[src/rtl/cache_mem_ctrl.sv]
// cache_mem_ctrl: store buffer and miss sequencer below the write-through D-cache.
// Optional macro WB_FWD_EN: forward buffered stores to misses; misses bypass the buffer.
module cache_mem_ctrl #(
    parameter int ADDR_WIDTH = 32,
    parameter int DATA_WIDTH = 32,
    parameter int DEPTH      = 4
) (
    input  logic                  clk,
    input  logic                  rst,
    input  logic                  wr_valid,
    output logic                  wr_ready,
    input  logic [ADDR_WIDTH-1:0] wr_addr,
    input  logic [DATA_WIDTH-1:0] wr_data,
    input  logic                  miss_valid,
    output logic                  miss_ready,
    input  logic [ADDR_WIDTH-1:0] miss_addr,
    output logic                  fill_valid,
    output logic [DATA_WIDTH-1:0] fill_data,
    output logic                  mem_req,
    output logic                  mem_we,
    output logic [ADDR_WIDTH-1:0] mem_addr,
    output logic [DATA_WIDTH-1:0] mem_wdata,
    input  logic                  mem_ack,
    input  logic [DATA_WIDTH-1:0] mem_rdata,
    output logic                  busy
);
    localparam int PW = $clog2(DEPTH);
    localparam int WA = ADDR_WIDTH - 2;
    localparam logic [PW:0] FULL_CNT = (PW+1)'(DEPTH);

    localparam logic [1:0] IDLE  = 2'd0;
    localparam logic [1:0] WRITE = 2'd1;
    localparam logic [1:0] READ  = 2'd2;
    localparam logic [1:0] FILL  = 2'd3;

    logic [1:0]            state;
    logic [1:0]            state_nx;
    logic [WA-1:0]         fifo_addr [DEPTH];
    logic [DATA_WIDTH-1:0] fifo_data [DEPTH];
    logic [PW-1:0]         wptr;
    logic [PW-1:0]         rptr;
    logic [PW:0]           count;
    logic                  miss_pending;
    logic [WA-1:0]         miss_addr_q;
    logic [DATA_WIDTH-1:0] fill_q;
    logic                  fwd_valid;

    logic                  full;
    logic                  empty;
    logic                  push;
    logic                  pop;
    logic                  miss_hs;
    logic                  fwd_hit;
    logic [DATA_WIDTH-1:0] fwd_data;
    logic                  rd_ok;
    logic                  want_rd;
    logic                  unused_lsbs;

    // Byte offsets never reach memory; words only.
    assign unused_lsbs = ^{wr_addr[1:0], miss_addr[1:0]};

    assign full       = (count == FULL_CNT);
    assign empty      = (count == '0);
    assign wr_ready   = !full;
    assign miss_ready = !miss_pending;
    assign push       = wr_valid && !full;
    assign pop        = (state == WRITE) && mem_ack;
    assign miss_hs    = miss_valid && !miss_pending;
    assign want_rd    = miss_pending || (miss_hs && !fwd_hit);

`ifdef WB_FWD_EN
    logic [PW-1:0] fwd_idx;
    logic          fwd_match;

    // Youngest buffered (or same-cycle) store to the missed word wins.
    always_comb begin
        fwd_match = 1'b0;
        fwd_data  = '0;
        fwd_idx   = '0;
        for (int i = 0; i < DEPTH; i++) begin
            fwd_idx = rptr + PW'(i);
            if (((PW+1)'(i) < count) &&
                (fifo_addr[fwd_idx] == miss_addr[ADDR_WIDTH-1:2])) begin
                fwd_match = 1'b1;
                fwd_data  = fifo_data[fwd_idx];
            end
        end
        if (push && (wr_addr[ADDR_WIDTH-1:2] == miss_addr[ADDR_WIDTH-1:2])) begin
            fwd_match = 1'b1;
            fwd_data  = wr_data;
        end
    end

    assign fwd_hit = miss_hs && fwd_match;
    assign rd_ok   = 1'b1;
`else
    assign fwd_hit  = 1'b0;
    assign fwd_data = '0;
    assign rd_ok    = empty && !push;
`endif

    // Write buffer pointers and occupancy.
    always_ff @(posedge clk or posedge rst) begin
        if (rst) begin
            wptr  <= '0;
            rptr  <= '0;
            count <= '0;
        end else begin
            if (push) wptr <= wptr + 1'b1;
            if (pop)  rptr <= rptr + 1'b1;
            if (push && !pop)      count <= count + 1'b1;
            else if (pop && !push) count <= count - 1'b1;
        end
    end

    // Write buffer storage; contents are meaningless until counted valid.
    always_ff @(posedge clk) begin
        if (push) begin
            fifo_addr[wptr] <= wr_addr[ADDR_WIDTH-1:2];
            fifo_data[wptr] <= wr_data;
        end
    end

    // Single outstanding miss; released once memory answers the read.
    always_ff @(posedge clk or posedge rst) begin
        if (rst) begin
            miss_pending <= 1'b0;
            miss_addr_q  <= '0;
        end else if (miss_hs && !fwd_hit) begin
            miss_pending <= 1'b1;
            miss_addr_q  <= miss_addr[ADDR_WIDTH-1:2];
        end else if ((state == READ) && mem_ack) begin
            miss_pending <= 1'b0;
        end
    end

    // Fill word: from memory on a read, or from the buffer on a forward.
    always_ff @(posedge clk or posedge rst) begin
        if (rst) begin
            fill_q    <= '0;
            fwd_valid <= 1'b0;
        end else begin
            fwd_valid <= fwd_hit;
            if (fwd_hit)                        fill_q <= fwd_data;
            else if ((state == READ) && mem_ack) fill_q <= mem_rdata;
        end
    end

    // Sequencer: pending read beats queued writes only when allowed.
    always_comb begin
        state_nx = state;
        unique case (state)
            IDLE: begin
                if (want_rd && rd_ok) state_nx = READ;
                else if (!empty)      state_nx = WRITE;
            end
            WRITE:   if (mem_ack) state_nx = IDLE;
            READ:    if (mem_ack) state_nx = FILL;
            FILL:    state_nx = IDLE;
            default: state_nx = IDLE;
        endcase
    end

    // State register.
    always_ff @(posedge clk or posedge rst) begin
        if (rst) state <= IDLE;
        else     state <= state_nx;
    end

    // Memory port driven purely from state so it holds until acked.
    always_comb begin
        mem_req   = 1'b0;
        mem_we    = 1'b0;
        mem_addr  = '0;
        mem_wdata = '0;
        unique case (state)
            WRITE: begin
                mem_req   = 1'b1;
                mem_we    = 1'b1;
                mem_addr  = {fifo_addr[rptr], 2'b00};
                mem_wdata = fifo_data[rptr];
            end
            READ: begin
                mem_req  = 1'b1;
                mem_addr = {miss_addr_q, 2'b00};
            end
            default: ;
        endcase
    end

    assign fill_valid = (state == FILL) || fwd_valid;
    assign fill_data  = fill_q;
    assign busy       = !empty || miss_pending || fwd_valid || (state != IDLE);

endmodule

[config.mk]
export PLATFORM = sky130hd
export DESIGN_NAME = cache_mem_ctrl
export DESIGN_NICKNAME = d
export VERILOG_FILES = /design/src/rtl/cache_mem_ctrl.sv
export SDC_FILE = /design/constraint.sdc
export NUM_CORES = 1
export LEC_CHECK = 0
export BUFFER_PORTS_ARGS = -buffer_cell sky130_fd_sc_hd__buf_2
export CAP_MARGIN = 20
export CORE_ASPECT_RATIO = 1.2
export CORE_MARGIN = 3
export CORE_UTILIZATION = 35
export DETAILED_ROUTE_END_ITERATION = 10
export GPL_TIMING_DRIVEN = 0
export PLACE_DENSITY = 0.55
export REMOVE_ABC_BUFFERS = 1
export SKIP_CTS_REPAIR_TIMING = 1
export SYNTH_ARGS = -nofsm -noshare
export SYNTH_HDL_FRONTEND = slang
export SYNTH_SLANG_ARGS = --single-unit
[constraint.sdc]
create_clock -name clk -period 3.74 [get_ports clk]
set_input_delay 1.122 -clock clk [delete_from_list [all_inputs] [get_ports clk]]
set_output_delay 1.122 -clock clk [all_outputs]
set_load 0.005 [all_outputs]
==> Yosys cells after proc, flatten, opt, wreduce, memory -nomap -nowiden <==
Memory sizes are Yosys's and may differ from the RTL's.
Index checks and enable logic that the tools add are counted.
{ "word_totals": {"ff_bits": 72, "mem_bits_rw": 248, "output_inout_bits": 102, "n_memories": 2} }
{ "classes": {"add_sub_neg": 4, "n_eq_ne": 7, "n_mux": 15, "reduce_logical": 23} }
{ "mem_list": {"columns": ["memory", "words", "width", "rd", "rd_ports_with_merged_regs", "wr", "line_no", "source"], "rows": [
  ["fifo_data", 4, 32, 1, 0, 1, "39", "logic [DATA_WIDTH-1:0] fifo_data [DEPTH];"],
  ["fifo_addr", 4, 30, 1, 0, 1, "38", "logic [WA-1:0] fifo_addr [DEPTH];"]
]} }
{ "op_table": {"columns": ["op", "count"], "rows": [
  ["32-bit one-hot mux with 2 select lines", 1],
  ["32-bit 2-to-1 mux", 1],
  ["1-bit logical AND", 8],
  ["2-bit 2-to-1 mux", 4],
  ["2-bit one-hot mux with 4 select lines", 1],
  ["1-bit 2-to-1 mux", 6],
  ["3-bit 2-to-1 mux", 2],
  ["2-bit nonzero test", 3],
  ["1-bit logical NOT", 5],
  ["2-bit by 1-bit adder with 2-bit output (second input constant)", 2],
  ["2-bit == test (second input constant)", 2],
  ["2-bit inequality test (second input constant)", 2],
  ["3-bit by 1-bit adder with 3-bit output (second input constant)", 1],
  ["3-bit == test (second input constant)", 1],
  ["3-bit logical NOT", 1],
  ["1-bit logical OR", 3],
  ["3-bit inequality test (second input constant)", 1],
  ["3-bit AND reduction", 1],
  ["3-bit by 1-bit subtractor with 3-bit output (second input constant)", 1],
  ["2-bit by 1-bit == test with 1-bit output (second input constant)", 1],
  ["2-bit logical NOT", 1],
  ["2-bit OR reduction", 1]
]} }

==> Logic depth before layout (Yosys ltp) <==
Gate-level depths: netlist (run 1).
{ "logic_depth": {"ltp_word": 8, "ltp_mapped": 10, "depth_no_buf": 9} }

==> Least setup slack after synthesis (run 1) <==
Ideal clock, no wire load.
{ "synth_path": {"path_kind": "input to register", "startpoint": "in wr_valid", "endpoint": "mem fifo_addr[0][0] (netlist bit), enable pin", "setup_ns": 0.426, "t_arrival_ns": 2.888, "t_required_ns": 3.314, "path_slack_ns": 0.425, "stages": 2, "n_path_buf": 0, "path_cell_list": "a21boi_2 and2_1"} }
{ "synth_via": {"elab_chain_len": 3} }
{ "synth_lines": {"columns": ["item", "line_no", "source"], "rows": [
  ["start: declaration", "10", "input logic wr_valid,"],
  ["1-bit logical AND", "66", "assign push = wr_valid && !full;"],
  ["1-bit 2-to-1 mux", "118", "if (push) begin"],
  ["1-bit 2-to-1 mux (implied by the code)", "119", "fifo_addr[wptr] <= wr_addr[ADDR_WIDTH-1:2];"],
  ["end: declaration", "38", null]
]} }
No other way between the ends.

==> Worst setup path in the final report (run 1) <==
{ "layout_path": {"startpoint": "reg rptr[0]", "endpoint": "out mem_addr[28]"} }
{ "layout_via": {"elab_chain_len": 2} }
{ "layout_lines": {"columns": ["item", "line_no", "source"], "rows": [
  ["start: declaration", "41", "logic [PW-1:0] rptr;"],
  ["start signal: assignment", "110", "if (pop) rptr <= rptr + 1'b1;"],
  ["memory read 4 x 30 bit", null, null],
  ["32-bit one-hot mux with 2 select lines", "176", "unique case (state)"],
  ["end: declaration", "21", "output logic [ADDR_WIDTH-1:0] mem_addr,"]
]} }
No other way between the ends.

==> tab_implementation.tex, run 1 <==
\begin{tabular}{lr}
\hline
Metric & Value \\
\hline
\multicolumn{2}{l}{\textbf{Power and ir drop}} \\
\quad Gate power share & 0.298 \\
\quad Internal power of the cells & between 8 and 9 mW \\
\quad Portion of total power attributed to sequential cells & 0.431 \\
\quad Proportion of power drawn by the clock network & 0.271 \\
\quad Leakage component of the power & just under 6 nW \\
\quad Switching power of the nets & roughly 3.4 mW \\
\quad Areal power density over the cells & about 790 nW/um\^{}2 \\
\quad Peak supply drop & between 0.3 and 0.4 mV \\
\quad Proportion of total power due to net switching & 0.283 \\
\multicolumn{2}{l}{\textbf{Run}} \\
\quad Number of maximum-capacitance constraint violations & 0 \\
\multicolumn{2}{l}{\textbf{Cells and area}} \\
\quad Final-stage net count & 981 \\
\quad Storage element area & just over 9000 sq um \\
\quad Most common cell after layout, fill and taps aside & edfxtp\_1 \\
\quad Multi-input gate area in the final layout & $\sim$3000 sq um \\
\quad Number of fill cells & slightly above 3000 \\
\quad Share of layout cells above drive strength 1 & 0.497 \\
\quad Diode count & 0 \\
\quad Synthesis-to-layout area growth & 23.7\% \\
\quad Most frequent cells in the layout & 248 x edfxtp\_1, 228 x buf\_2, 70 x dfrtp\_1, 64 x mux2\_2, 62 x mux4\_2 \\
\quad Finished Core Util & 0.445 \\
\quad Final std cell area, no fill & around 15000 sq um \\
\multicolumn{2}{l}{\textbf{Die}} \\
\quad Die Area & between 30000 and 40000 sq um \\
\quad Die extent in x & about 180 um \\
\quad Placeable Area & about 35000 sq um \\
\quad Io pins & 235 \\
\quad Vertical extent of the die & around 210 um \\
\quad Initial standard-cell utilization of the core & 0.360 \\
\quad Row Count & 74 \\
\multicolumn{2}{l}{\textbf{STA}} \\
\quad Total of endpoints with negative setup slack in the final report & 0 \\
\quad Max Clk Rate & roughly 0.28 GHz \\
\quad Unrepaired setup endpoints after global routing & false \\
\quad Hold violation total from the final report & 0 \\
\quad Rel. slew slack & 0.637 \\
\quad Transition time of the tightest slew-check pin & 0.543 ns \\
\quad Part of the cycle the worst path needs & 0.949 \\
\quad Sum of negative setup slack & 0 ns \\
\quad Post-route clock skew & about 0.026 ns \\
\quad Total count of max-transition violations in the final report & 0 \\
\quad Time the worst path needs with I/O delays and setup & 3.55 ns \\
\quad Post-Route Hold Slack & roughly 0.5 ns \\
\multicolumn{2}{l}{\textbf{Critical path}} \\
\quad Slowest-stage cell, CP & dfrtp\_4 \\
\quad Data required time at the worst endpoint & 2.62 ns \\
\quad FF-to-FF End & count[1]\$\_DFFE\_PP0P\_ \\
\quad RR Startpoint & state[1]\$\_DFFE\_PP0P\_ \\
\quad Count of buffer and inverter cells on the critical path & 2 \\
\quad CP endpoint kind & output pin \\
\quad Worst Reg-to-Reg Cells & 7 \\
\quad Peak per-stage delay on the critical path & approximately 0.66 ns \\
\quad Endpoint arrival time on the critical path & $\sim$2.4 ns \\
\quad Kind of critical path & reg -> out \\
\quad Family with the most delay on the worst path & flip-flops \\
\quad CP endpoint & mem\_addr[28] \\
\quad Number of cells on the critical path & 4 \\
\quad Setup slack, reg-to-reg & between 1 and 1.5 ns \\
\quad Type of origin of the critical path & flip-flop \\
\quad Worst-path fanout max & 38 \\
\quad CP cell instances & buf\_16, mux4\_2, a22o\_1, buf\_2 \\
\quad CP startpoint & rptr[0]\$\_DFFE\_PP0P\_ \\
\multicolumn{2}{l}{\textbf{Routing}} \\
\quad Number of detailed-routing iterations run before antenna repair & 4 \\
\quad Detailed Route WL & $\sim$26000 um \\
\quad Vias & around 6300 \\
\quad Post-detailed-route wirelength per cell & around 20 um \\
\quad Post-DR vias/cell & approximately 4.8 \\
\quad Number of DRC violations after detailed routing & 0 \\
\quad Number of antenna-violating nets in the routed design & 0 \\
\quad Iter 0 DRT Violations & 261 \\
\multicolumn{2}{l}{\textbf{Synth}} \\
\quad Area share of the largest cell type after synthesis & 0.599 \\
\quad Distinct cell type count of the synthesized netlist & 28 \\
\quad Combined area of all synthesized cells & between 10000 and 15000 sq um \\
\quad Synthesized flop and latch total & 320 \\
\quad Synth area leaders & edfxtp\_1 60\%, dfrtp\_1 14\%, mux4\_2 11\%, mux2\_2 5.8\%, a22o\_1 2.1\% \\
\quad Seq/Total Area, Yosys & 0.744 \\
\quad Average cell area after synthesis & 21.0 sq um \\
\quad Count of yosys warnings during synthesis & 0 \\
\quad Number of instances in the synthesized netlist & about 600 \\
\quad Cell taking the most area after synthesis & edfxtp\_1 \\
\multicolumn{2}{l}{\textbf{Clock tree}} \\
\quad Number of sinks driven by the clock tree & 320 \\
\quad Maximum clock path buffer count & 3 \\
\quad Root Buffer Master & clkbuf\_16 \\
\quad Clock Pin Slew Worst Setup and Hold Paths & around 0.06 ns \\
\quad Worst-skew pair later-pin latency & 0.52 ns \\
\quad TritonCTS clock tree & built \\
\quad Max H-tree Level & 2 \\
\quad Clock buffers created by TritonCTS & 35 \\
\multicolumn{2}{l}{\textbf{Global route}} \\
\quad Maximum number of pins on one net before global-route repair & 54 \\
\quad Overflow left after global routing & 0 \\
\quad Wire length of the first global-routing pass & 40100 um \\
\quad Initial antenna violation count & 8 \\
\quad Via count of the first global-routing pass & roughly 7100 \\
\quad All-Layer GR Usage & 0.139 \\
\multicolumn{2}{l}{\textbf{Placement}} \\
\quad Post-place instance area & approximately 14000 sq um \\
\quad Final weighted congestion of routability-driven global placement & 0.665 \\
\quad DP Wirelength & around 17000 um \\
\quad Buffers added on ports & between 200 and 250 \\
\multicolumn{2}{l}{\textbf{Min path}} \\
\quad Worst min path class & reg -> reg \\
\multicolumn{2}{l}{\textbf{Status}} \\
\quad Run status & finished, final reports clean \\
\hline
\end{tabular}
-- cell usage after synthesis --
cell / instances
a21boi_2: 1
a22o_1: 30
a31oi_1: 3
and2_1: 38
buf_2: 13
buf_4: 3
buf_6: 6
clkbuf_1: 10
conb_1: 1
dfrtp_1: 72
edfxtp_1: 248
fa_1: 1
ha_1: 10
inv_1: 7
mux2_1: 1
mux2_2: 64
mux2i_1: 1
mux4_2: 62
nand2_1: 3
nand3_1: 2
nor2_1: 5
nor2b_1: 2
nor3_1: 1
o21ba_2: 1
o22ai_2: 1
or4b_1: 1
xnor2_1: 4
xor2_1: 2
-- how the worst min path moves through the flow --
stage,to,cells after the start,from
after floorplan,miss_addr_q[0]$_DFFE_PP0P_,1,miss_addr_q[0]$_DFFE_PP0P_
after global placement,fill_data[18]$_DFFE_PP0P_,1,fill_data[18]$_DFFE_PP0P_
after detailed placement,fill_data[7]$_DFFE_PP0P_,1,fill_data[7]$_DFFE_PP0P_
after CTS,fill_data[7]$_DFFE_PP0P_,1,fill_data[7]$_DFFE_PP0P_
after global routing,fill_data[7]$_DFFE_PP0P_,1,fill_data[7]$_DFFE_PP0P_
final,fill_data[7]$_DFFE_PP0P_,1,fill_data[7]$_DFFE_PP0P_
-- layout make-up --
type | count | share of cell area
sequential | 320 | 0.602
multi-input combinational | 235 | 0.195
timing repair buffer | 238 | 0.0916
clock buffer | 53 | 0.0660
tap | 456 | 0.0371
clock inverter | 9 | 0.00610
inverter | 7 | 0.00187
-- flip-flops by register name, indices dropped and copies added (netlist names) --
register / count
fill_data: 32
fifo_addr: 120
fifo_data: 128
count: 3
wptr: 2
state: 2
miss_pending: 1
rptr: 2
miss_addr_q: 30
-- stage by stage --
stage | worst slack (ns) | total power [mW] | instances
after floorplan | -0.804 | 7.49 | 562
after global placement | -2.24 | 9.04 | 1246
after detailed placement | 0.0598 | 9.01 | 1255
after CTS | -0.512 | 12.4 | 1317
after global routing | 0.0124 | 12.9 | 1318
final | 0.190 | 12.1 | 1318
-- logic make-up (layout without fill, tap and decap cells) --
kind of cell | after synthesis | in the layout | synth area share
flops | 320 | 320 | 0.744
mux | 128 | 128 | 0.172
compound gates | 36 | 36 | 0.0254
simple gates | 52 | 52 | 0.0246
xor+xnor | 6 | 6 | 0.00423
buf+inv | 39 | 307 | 0.0176
fa+ha+maj | 11 | 11 | 0.0117
other cells | 1 | 2 | 0.000302
-- layer usage --
metal | wire (um) | global-route usage
met1 | 10100 | 0.163
met2 | 12800 | 0.236
met3 | 2560 | 0.0557
met4 | 595 | 0.0396
met5 | 104 | 0
-- power groups by stage --
stage | clock, mW | sequential (mW) | combinational, mW
after floorplan | 0 | 5.40 | 2.08
after detailed placement | 0 | 5.37 | 3.65
after CTS | 3.41 | 5.30 | 3.66
after global routing | 3.54 | 5.35 | 4.01
final | 3.29 | 5.24 | 3.62
after global placement | 0 | 5.63 | 3.40
No activity file was read; power rests on OpenSTA's default activity.
==> run 2, diff against run 1 <==
- CORE_UTILIZATION: 35 -> 60
- CTS_BUF_LIST: default -> sky130_fd_sc_hd__clkbuf_4 sky130_fd_sc_hd__clkbuf_8
- PLACE_DENSITY: 0.55 -> 0.85
- clock period: 3.74 -> 4.58 ns (I/O delays scaled with it)
==> tab_implementation.tex, run 2 (synthesis results as in run 1) <==
\begin{tabular}{lr}
\hline
Metric & Value \\
\hline
\multicolumn{2}{l}{\textbf{Status}} \\
\quad Run status & finished, final reports clean \\
\multicolumn{2}{l}{\textbf{Routing}} \\
\quad Vias & 6480 \\
\quad Number of antenna-violating nets in the routed design & 0 \\
\quad Post-detailed-route wirelength per cell & around 21 um \\
\quad Post-DR vias/cell & 5.64 \\
\quad Number of DRC violations after detailed routing & 0 \\
\quad Number of detailed-routing iterations run before antenna repair & 4 \\
\quad Iter 0 DRT Violations & 336 \\
\quad Detailed Route WL & roughly 24000 um \\
\multicolumn{2}{l}{\textbf{STA}} \\
\quad Part of the cycle the worst path needs & 0.904 \\
\quad Time the worst path needs with I/O delays and setup & about 4.1 ns \\
\quad Max Clk Rate & 0.242 GHz \\
\quad Post-route clock skew & 0.0214 ns \\
\quad Transition time of the tightest slew-check pin & roughly 0.99 ns \\
\quad Hold violation total from the final report & 0 \\
\quad Rel. slew slack & 0.341 \\
\quad Total of endpoints with negative setup slack in the final report & 0 \\
\quad Total count of max-transition violations in the final report & 0 \\
\quad Post-Route Hold Slack & roughly 0.50 ns \\
\quad Worst setup margin & around 0.44 ns \\
\quad Unrepaired setup endpoints after global routing & false \\
\multicolumn{2}{l}{\textbf{Run}} \\
\quad Number of maximum-capacitance constraint violations & 0 \\
\multicolumn{2}{l}{\textbf{Clock tree}} \\
\quad Root Buffer Master & clkbuf\_8 \\
\quad Maximum clock path buffer count & 3 \\
\quad Max H-tree Level & 2 \\
\quad Clock Pin Slew Worst Setup and Hold Paths & around 0.060 ns \\
\quad TritonCTS clock tree & built \\
\quad Clock buffers created by TritonCTS & 47 \\
\quad Number of sinks driven by the clock tree & 320 \\
\quad Worst-skew pair later-pin latency & between 0.5 and 0.6 ns \\
\multicolumn{2}{l}{\textbf{Die}} \\
\quad Placeable Area & between 20000 and 25000 sq um \\
\quad Die extent in x & 137 um \\
\quad Die Area & around 22000 sq um \\
\quad Vertical extent of the die & 164 um \\
\quad Row Count & 57 \\
\quad Initial standard-cell utilization of the core & 0.611 \\
\quad Io pins & between 200 and 250 \\
\multicolumn{2}{l}{\textbf{Placement}} \\
\quad Buffers added on ports & about 230 \\
\quad Post-placement setup slack & 0.648 ns \\
\quad Final weighted congestion of routability-driven global placement & between 0.7 and 0.8 \\
\quad DP Wirelength & $\sim$16000 um \\
\multicolumn{2}{l}{\textbf{Global route}} \\
\quad Initial antenna violation count & 3 \\
\quad Wire length of the first global-routing pass & approximately 37000 um \\
\quad Via count of the first global-routing pass & between 6000 and 7000 \\
\quad All-Layer GR Usage & 0.217 \\
\quad Overflow left after global routing & 0 \\
\quad Maximum number of pins on one net before global-route repair & 73 \\
\multicolumn{2}{l}{\textbf{Critical path}} \\
\quad RR Startpoint & state[1]\$\_DFFE\_PP0P\_ \\
\quad CP endpoint kind & output pin \\
\quad Worst-path fanout max & 24 \\
\quad Setup slack, reg-to-reg & roughly 2.1 ns \\
\quad Endpoint arrival time on the critical path & about 2.8 ns \\
\quad Data required time at the worst endpoint & 3.21 ns \\
\quad Kind of critical path & reg -> out \\
\quad Type of origin of the critical path & flip-flop \\
\quad CP startpoint & state[1]\$\_DFFE\_PP0P\_ \\
\multicolumn{2}{l}{\textbf{Cells and area}} \\
\quad Share of layout cells above drive strength 1 & 0.515 \\
\quad Most common cell after layout, fill and taps aside & edfxtp\_1 \\
\quad Final-stage net count & about 1000 \\
\quad Largest register by flop count & fifo\_data \\
\quad Most frequent cells in the layout & 248 x edfxtp\_1, 228 x buf\_2, 70 x dfrtp\_1, 64 x mux2\_2, 62 x mux4\_2 \\
\quad Number of fill cells & roughly 1200 \\
\quad Number of flip-flops in the largest register & 128 \\
\quad Synthesis-to-layout area growth & 19.8\% \\
\multicolumn{2}{l}{\textbf{Min path}} \\
\quad Worst min path class & reg -> reg \\
\quad Beginning of the worst hold path & fill\_data[13]\$\_DFFE\_PP0P\_ \\
\multicolumn{2}{l}{\textbf{Power and ir drop}} \\
\quad Overall power after layout & between 9 and 10 mW \\
\quad Peak supply drop & between 0.4 and 0.5 mV \\
\quad Leakage component of the power & 5.80 nW \\
\quad Areal power density over the cells & roughly 630 nW/um\^{}2 \\
\hline
\end{tabular}
==> run 2: layer usage <==
layer,track usage,wire (um)
met1,0.254,8840
met4,0.0740,524
met3,0.0659,2070
met5,0,47
met2,0.381,12800
==> run 2: layout make-up <==
cell class	count	area (sq um)	share of cell area
Multi-Input combinational cell	235	2980	0.200
Clock inverter	16	81.3	0.00546
Clock buffer	68	823	0.0553
Tap cell	265	332	0.0223
Timing Repair Buffer	237	1380	0.0925
Inverter	7	28.8	0.00193
Sequential cell	320	9260	0.622
Antenna cell	1	2.50	0.000168
==> run 2: through the flow <==
| step | instance area (sq um) | TNS, ns | instances | util |
|---|---|---|---|---|
| after global routing | 14900 | 0 | 1148 | 0.732 |
| after detailed placement | 13900 | 0 | 1063 | 0.686 |
| final | 14900 | 0 | 1149 | 0.732 |
| after floorplan | 12200 | -9.36 | 562 | - |
| after global placement | 13700 | -108.77 | 1055 | 0.675 |
| after CTS | 14900 | 0 | 1147 | 0.731 |
==> run 2: path summary, 6_finish.rpt <==
check / to / cells past startpoint
hold reg to reg: fill_data[13]$_DFFE_PP0P_ / 1
hold / removal: fill_data[13]$_DFFE_PP0P_ / 1
setup / recovery: mem_addr[20] / 6
max in group asynchronous: rptr[1]$_DFFE_PP0P_ / 2
setup reg to reg: count[1]$_DFFE_PP0P_ / 7
min in group asynchronous: fill_data[0]$_DFFE_PP0P_ / 2
==> run 2: where the power goes <==
group          total [mW]  internal [mW]  switching (mW)
combinational        2.85           1.57            1.28
sequential           4.39           3.94           0.455
clock                2.15           1.16           0.995
==> run 2: worst max-delay path: stages (launching register included) <==
cell     delay (ns)
dfrtp_1        0.41
inv_1          0.14
ha_2           0.57
and2_1         0.56
buf_16         0.23
a22o_1         0.18
buf_2          0.13
